===== config.mk =====
export PLATFORM = sky130hd
export DESIGN_NAME = keypad_debounce_encoder
export DESIGN_NICKNAME = d
export VERILOG_FILES = /design/src/rtl/keypad_debounce_encoder.sv
export SDC_FILE = /design/constraint.sdc
export NUM_CORES = 1
export LEC_CHECK = 0
export CAP_MARGIN = 20
export CORE_ASPECT_RATIO = 0.9
export CORE_MARGIN = 4
export CORE_UTILIZATION = 55
export DETAILED_ROUTE_END_ITERATION = 7
export PLACE_DENSITY = 0.78
export SYNTH_ARGS = -nofsm -noshare
export SYNTH_HDL_FRONTEND = slang
export SYNTH_SLANG_ARGS = --single-unit

===== constraint.sdc =====
create_clock -name clock -period 3.28 [get_ports clock]
set_input_delay 0.984 -clock clock [delete_from_list [all_inputs] [get_ports clock]]
set_output_delay 0.984 -clock clock [all_outputs]
set_load 0.03 [all_outputs]

===== src/rtl/keypad_debounce_encoder.sv =====
// One-hot keypad debouncer and index encoder with strobe, hold level and enable override.
// Optional auto-repeat of the strobe while a key stays pressed: define KEYPAD_REPEAT_EN.
module keypad_debounce_encoder #(
   parameter int N_KEYS          = 10,
   parameter int CODE_W          = 4,
   parameter int DEBOUNCE_CYCLES = 4,
   parameter int REPEAT_DELAY    = 8,
   parameter int REPEAT_PERIOD   = 3
) (
   input  logic              clock,
   input  logic              resetn,
   input  logic [N_KEYS-1:0] keypad,
   input  logic              enablen,
   output logic [CODE_W-1:0] D,
   output logic              code_valid,
   output logic              key_held
);

   typedef enum logic [1:0] {IDLE, DEBOUNCE, PRESSED, RELEASE} state_t;

   localparam logic [CODE_W-1:0] NO_KEY  = '1;
   localparam logic [7:0]        DB_LAST = 8'(DEBOUNCE_CYCLES - 1);

   logic [N_KEYS-1:0] sync_q1, sync_q2;
   state_t            state;
   logic [7:0]        db_cnt;
   logic [CODE_W-1:0] cand;
   logic              sample_zero, sample_key;
   logic [CODE_W-1:0] sample_idx;
   logic              rep_hit;

   // A legal key has exactly one bit set; multi-key samples are rejected, not prioritised.
   always_comb begin
      sample_zero = (sync_q2 == '0);
      sample_key  = !sample_zero && ((sync_q2 & (sync_q2 - N_KEYS'(1))) == '0);
      sample_idx  = NO_KEY;
      for (int i = 0; i < N_KEYS; i++) begin
         if (sync_q2[i]) sample_idx = CODE_W'(i);
      end
   end

`ifdef KEYPAD_REPEAT_EN
   localparam int               REP_W     = 16;
   localparam logic [REP_W-1:0] REP_FIRST = REP_W'(REPEAT_DELAY);
   localparam logic [REP_W-1:0] REP_NEXT  = REP_W'(REPEAT_PERIOD);

   logic [REP_W-1:0] rep_cnt, rep_cnt_inc;
   logic             rep_first;

   assign rep_cnt_inc = rep_cnt + REP_W'(1);
   assign rep_hit     = !enablen && (state == PRESSED) && !sample_zero &&
                        (rep_cnt_inc == (rep_first ? REP_FIRST : REP_NEXT));

   // Counts only cycles spent in PRESSED; holds its value across RELEASE.
   always_ff @(posedge clock or negedge resetn) begin
      if (!resetn) begin
         rep_cnt   <= '0;
         rep_first <= 1'b1;
      end else if (enablen || state == IDLE || state == DEBOUNCE) begin
         rep_cnt   <= '0;
         rep_first <= 1'b1;
      end else if (state == PRESSED && !sample_zero) begin
         if (rep_hit) begin
            rep_cnt   <= '0;
            rep_first <= 1'b0;
         end else begin
            rep_cnt <= rep_cnt_inc;
         end
      end
   end
`else
   assign rep_hit = 1'b0;

   if (REPEAT_DELAY < 1 || REPEAT_PERIOD < 1) begin : g_repeat_params_unused
   end
`endif

   always_ff @(posedge clock or negedge resetn) begin
      if (!resetn) begin
         sync_q1    <= '0;
         sync_q2    <= '0;
         state      <= IDLE;
         db_cnt     <= '0;
         cand       <= NO_KEY;
         D          <= NO_KEY;
         code_valid <= 1'b0;
         key_held   <= 1'b0;
      end else begin
         // NOTE: non-blocking here so sync_q2 takes the old sync_q1, giving two real flop stages.
         sync_q1    <= keypad;
         sync_q2    <= sync_q1;
         code_valid <= 1'b0;
         if (enablen) begin
            state    <= IDLE;
            db_cnt   <= '0;
            D        <= NO_KEY;
            key_held <= 1'b0;
         end else begin
            case (state)
               IDLE: begin
                  if (sample_key) begin
                     cand   <= sample_idx;
                     db_cnt <= '0;
                     state  <= DEBOUNCE;
                  end
               end
               DEBOUNCE: begin
                  if (sample_key && sample_idx == cand) begin
                     if (db_cnt == DB_LAST) begin
                        state      <= PRESSED;
                        D          <= cand;
                        code_valid <= 1'b1;
                        key_held   <= 1'b1;
                     end else begin
                        db_cnt <= db_cnt + 8'd1;
                     end
                  end else begin
                     state <= IDLE;
                  end
               end
               PRESSED: begin
                  if (sample_zero) begin
                     db_cnt <= '0;
                     state  <= RELEASE;
                  end else if (rep_hit && !code_valid) begin
                     code_valid <= 1'b1;
                  end
               end
               RELEASE: begin
                  if (!sample_zero) begin
                     state <= PRESSED;
                  end else if (db_cnt == DB_LAST) begin
                     state    <= IDLE;
                     D        <= NO_KEY;
                     key_held <= 1'b0;
                  end else begin
                     db_cnt <= db_cnt + 8'd1;
                  end
               end
               default: state <= IDLE;
            endcase
         end
      end
   end

endmodule

==> results.yml, run 1 <==
routing:
  route.detailed.drc: 0
  vias_per_cell: 6.13
  first_pass_iters: 4
  ant_nets: 0
  drt-total-wl_um: 3680
  avgRoutedWirePerCell_um: 15.7
  drt-initial-drc-count: 135
  num_vias: 1435
pwr:
  pwr-share-seq_pct: 52.8
  p_sw_w: 0.000230
  power.leakage_nw: 0.911
  clkPwrFrac_pct: 40.0
  pwr_density_cell_nw_per_um2: 459
  internal_power_w: 0.000776
  swShare_pct: 22.9
  comb_power_share_pct: 7.2
  finalPower_w: 0.00101
  vdd_drop_max_mv: 0.334
clock_network:
  cts_tree: "built"
  ctsLongestPathBuffers: 2
  post-cts-setup-buffers: 0
  cts.sinks: 40
  cts_made_buffers: 5
  clk_latency_ps: 290
  cts.clk_slew.worst_paths_ps: 80
  cts.htree.levels: 2
  root_buffer: "clkbuf_8"
  post_cts_resized: 0
  cts_hold_buf: 0
critical_path:
  path_cells: "nor4_1 -> o211ai_1 -> a21boi_1 -> or3_4 -> o31ai_4 -> a21o_1 -> o21ai_0"
  critPathSlowestCell: "nor4_1"
  cp_max_fo: 15
  required_ps: 3450
  slowest_delay_ps: 600
  crit_path_end_kind: "register"
  critical_path_class: "reg2reg"
  startpoint_type: "register"
  arrival_ps: 3120
sta:
  finalSetupViolations: 0
  hold_viol: 0
  fmax_ghz: 0.339
  clock_skew_ps: 6.36
  finalCritPeriodShare_pct: 90.1
  setup_tns_ps: 0
  slew_viol_final: 0
  rsz0062_at_grt: "false"
  worstMarginPinSlew_ps: 956
  slew_headroom_pct: 35.3
  fin_crit_ps: 2950
die:
  die_height_um: 63.4
  fp-row-count: 19
  start_util_pct: 59.3
  die_x_um: 69.5
  fp.dieArea_sq_um: 4410
  core_area_sq_um: 3160
  ioPinCount: 19
logic_synthesis:
  avgSynthCellArea_sq_um: 11.0
  async_flop_share_pct: 100
  synth_nets: 185
  ys_seq_area_share_pct: 53.9
  synth_commonest_cells: "dfrtp_1, a21oi_1, a31oi_1, o21ai_0, nor2_1"
  synth.distinct_cells: 49
  synth_top_area_cell: "dfrtp_1"
  synth_edf_count: 0
  synth_most_common_cell: "dfrtp_1"
  syn_inst: 171
  synth_flop_cell: "dfrtp_1"
  synthTopCellsByArea: "dfrtp_1, dfstp_2, a31oi_1"
  ys_seq_elements: 40
  synth_top_area_share_pct: 42.7
  netlist_area_sq_um: 1870
  ys_warn_count: 0
global_routing:
  grt_pass1_wl_um: 6520
  grt.total_usage_pct: 18.4
  grt_max_degree: 41
  antenna_found_initial: 0
  grt-ovfl-total: 0
  grt_pass1_vias: 1442
cells_and_area:
  nFillCells: 231
  syn_to_final_growth_pct: 16.9
  fin_area_sq_um: 2190
  n_antenna_cell: 0
  drive_gt1_share_pct: 15.1
  nNetsFinal: 205
placement:
  placed_area_sq_um: 2070
  dpl.hpwl_um: 2640
  finalWeightedCongestion: 0.915
  portBuffers: 18
flow_run:
  maxCapViolCount: 0
status:
  outcome: "finished clean"
hold_path:
  min_path_type: "reg2reg"
[stage by stage]
step	hold WS [ps]	instances	worst slack, ps	utilization, %
floorplan	331	171	822	-
global placement	332	226	506	65.6
detailed placement	335	226	392	65.6
CTS	355	234	380	69.3
global route	366	234	130	69.3
finish	352	234	326	69.3
[cell type report]
cell class,count,area (sq um),area share (%)
sequential,40,1010,46.1
multi-input combinational,119,810,37.0
timing repair buffer,18,175,8.00
clock buffer,5,68.8,3.14
tap,42,52.6,2.40
clock inverter,3,47.5,2.17
inverter,7,26.3,1.20
[critical path, delay by kind of cell, from the launching register on]
kind,cells,cell delay (ps)
DFF,1,460
and+or+nand+nor,2,1020
AOI/OAI and AO/OA,5,1340
[cells in the final DEF, fill, tap and decap left out, drive strengths merged, types with 2 or more instances in the layout]
cell type      count
or3                3
xnor2              3
nand2b             3
nor3               4
nand2              3
or2                3
nor2               9
dfstp              8
clkinv             2
or4                2
nand4              2
o21ai             10
inv                7
a21oi             13
o21a               4
o31ai              3
nor4b              6
and3               7
a21o               3
clkdlybuf4s50     17
dfrtp             32
mux2               2
nor2b              3
clkbuf             5
nor4               2
a31oi             10
nand3              6
[sequential cells by signal (all words and copies together) (netlist names)]
register,count
D,4
cand,4
code_valid,1
db_cnt,8
sync_q1,10
key_held,1
state,2
sync_q2,10
[cells by family (layout without fill, tap and decap cells)]
logic type / Yosys count / count (layout) / synth area share (%)
and+or+nand+nor: 56 / 56 / 17.8
AOI/OAI and AO/OA: 54 / 54 / 20.2
muxes: 3 / 3 / 2.14
adders and majority gates: 2 / 2 / 1.20
xor gates and xnor gates: 4 / 4 / 1.87
DFF: 40 / 40 / 53.9
buffers and inverters: 12 / 33 / 2.87
[power groups by stage]
stage	registers [W]	clock network, W	logic, W
global placement	0.000538	0	0.0000693
floorplan	0.000533	0	0.0000420
detailed placement	0.000540	0	0.0000726
finish	0.000531	0.000402	0.0000729
CTS	0.000530	0.000414	0.0000731
global route	0.000534	0.000436	0.0000804
[per-layer routing]
layer  track usage [%]  routed length, um  part of all wire (%)  up-vias
met4              5.85                 42                   1.1        0
met5                 0                  0                     0        -
met3              4.29                175                   4.8        6
li1                  -                  -                     -      683
met2              32.0               1850                    50       37
met1              22.7               1610                    44      709
[worst paths after layout]
check	slack, ps	cells after the start	to	startpoint
max	330	7	db_cnt[0]$_DFFE_PN0P_	sync_q2[5]$_DFF_PN0_
min	350	0	sync_q2[4]$_DFF_PN0_	sync_q1[4]$_DFF_PN0_
max reg2reg	330	7	db_cnt[0]$_DFFE_PN0P_	sync_q2[5]$_DFF_PN0_
min reg2reg	350	0	sync_q2[4]$_DFF_PN0_	sync_q1[4]$_DFF_PN0_
max in group asynchronous	1960	1	state[0]$_DFFE_PN0P_	resetn
min in group asynchronous	790	1	sync_q1[5]$_DFF_PN0_	resetn
No activity file was read; power rests on OpenSTA's default activity.
==> run 2, diff against run 1 <==
--- a/config.mk
+++ b/config.mk
@@ -7,7 +7,7 @@
 export LEC_CHECK = 0
 export CAP_MARGIN = 20
 export CORE_ASPECT_RATIO = 0.9
-export CORE_MARGIN = 4
+export CORE_MARGIN = 1
 export CORE_UTILIZATION = 55
 export DETAILED_ROUTE_END_ITERATION = 7
 export PLACE_DENSITY = 0.78
==> results.yml, run 2 (synthesis gave the netlist of run 1 again) <==
status:
  outcome: "finished clean"
routing:
  route.detailed.drc: 0
  ant_nets: 0
  vias_per_cell: 6.29
  num_vias: 1471
  avgRoutedWirePerCell_um: 15.6
  first_pass_iters: 5
  drt-initial-drc-count: 99
  drt-total-wl_um: 3650
die:
  fp-row-count: 19
  ioPinCount: 19
  core_area_sq_um: 3140
  start_util_pct: 59.7
  die_x_um: 63.5
  fp.dieArea_sq_um: 3650
  die_height_um: 57.4
critical_path:
  required_ps: 3450
  startpoint_type: "register"
  path_cells: "nor4_1 -> o211ai_1 -> a21boi_1 -> or3_4 -> o31ai_4 -> a21o_1 -> o21ai_0"
  crit_path_end_kind: "register"
  cp_max_fo: 15
  worst-r2r-setup-slack_ps: 290
  arrival_ps: 3150
  r2r_cells: 7
  slowest_delay_ps: 640
  worstSetupEndpoint: "db_cnt[0]$_DFFE_PN0P_"
  critical_path_class: "reg2reg"
  critPathSlowestCell: "nor4_1"
  cp-startpoint: "sync_q2[5]$_DFF_PN0_"
  r2r-end: "db_cnt[0]$_DFFE_PN0P_"
  rr_startpoint: "sync_q2[5]$_DFF_PN0_"
global_routing:
  grt-ovfl-total: 0
  grt_pass1_vias: 1386
  grt.total_usage_pct: 22.9
  grtUsageMet1_pct: 31.1
  busiest_layer: "met2"
  antenna_found_initial: 0
  grt_pass1_wl_um: 6250
  use_met2_pct: 35.6
  use_met3_pct: 4.80
  grt_max_degree: 41
cells_and_area:
  reg_top3: "sync_q1 x10, sync_q2 x10, db_cnt x8"
  multi_input_area_sq_um: 810
  nNetsFinal: 205
  final_common_cell: "dfrtp_1"
  syn_to_final_growth_pct: 16.8
  final_cell_mix: "dfrtp_1, clkdlybuf4s50_1, a21oi_1"
  seq_area_sq_um: 1010
  final_cells: 234
  nFillCells: 239
  drive_gt1_share_pct: 15.1
  n_antenna_cell: 0
sta:
  finalCritPeriodShare_pct: 91.0
  worstMarginPinSlew_ps: 842
  fmax_ghz: 0.335
  hold_viol: 0
  finalSetupViolations: 0
  slew_headroom_pct: 43.1
  clock_skew_ps: 4.04
  rsz0062_at_grt: "false"
  setup_tns_ps: 0
  fin_hold_ws_ps: 353
  fin_crit_ps: 2990
  slew_viol_final: 0
clock_network:
  clk_latency_ps: 290
  cts.clk_slew.worst_paths_ps: 80
  ctsLongestPathBuffers: 2
  post-cts-setup-buffers: 0
  cts_made_buffers: 5
  root_buffer: "clkbuf_8"
  post_cts_resized: 0
  cts_hold_buf: 0
  cts.sinks: 40
  cts.htree.levels: 2
  cts_tree: "built"
pwr:
  finalPower_w: 0.00101
  power.leakage_nw: 0.907
  vdd_drop_max_mv: 0.386
  pwr_density_cell_nw_per_um2: 460
flow_run:
  maxCapViolCount: 0
placement:
  portBuffers: 18
  dp_cells: 226
  dpl.hpwl_um: 2580
  finalWeightedCongestion: 0.847
hold_path:
  worstHoldPathCells: 0
  min_path_type: "reg2reg"
[run 2: per-stage QoR]
stage                     util [%]  instance area (sq um)  worst slack (ps)
after floorplan                  -                   1870               822
after CTS                     69.8                   2190               343
final                         69.8                   2190               295
after detailed placement      66.1                   2070               366
after global placement        66.1                   2070               502
after global routing          69.8                   2190              60.1
[run 2: worst min path at each step]
stage,slack (ps),startpoint,endpoint
final,350,sync_q1[3]$_DFF_PN0_,sync_q2[3]$_DFF_PN0_
after global placement,330,sync_q1[6]$_DFF_PN0_,sync_q2[6]$_DFF_PN0_
after detailed placement,340,sync_q1[3]$_DFF_PN0_,sync_q2[3]$_DFF_PN0_
after global routing,360,sync_q1[7]$_DFF_PN0_,sync_q2[7]$_DFF_PN0_
after floorplan,330,sync_q1[0]$_DFF_PN0_,sync_q2[0]$_DFF_PN0_
after CTS,360,sync_q1[3]$_DFF_PN0_,sync_q2[3]$_DFF_PN0_
[run 2: layout make-up]
class                      count  area share, %
inverter                       7           1.20
timing repair buffer          18           8.00
multi-input combinational    119           37.0
clock inverter                 3           2.11
tap                           42           2.40
clock buffer                   5           3.14
sequential                    40           46.2
[run 2: power breakdown]
group	internal (W)	switching, W	total (W)
Sequential	0.000513	0.0000179	0.000531
Clock	0.000229	0.000176	0.000405
Combinational	0.0000337	0.0000379	0.0000716
[run 2: worst max-delay path, delay by kind of cell (launching register included)]
family / cells / cell delay [ps]
DFF: 1 / 440
and+or+nand+nor: 2 / 1060
AOI/OAI and AO/OA: 5 / 1360
[run 2: routing by layer]
layer	up-vias	wire, um
met4	0	46
met2	56	1770
li1	680	-
met5	-	0
met3	6	197
met1	729	1640
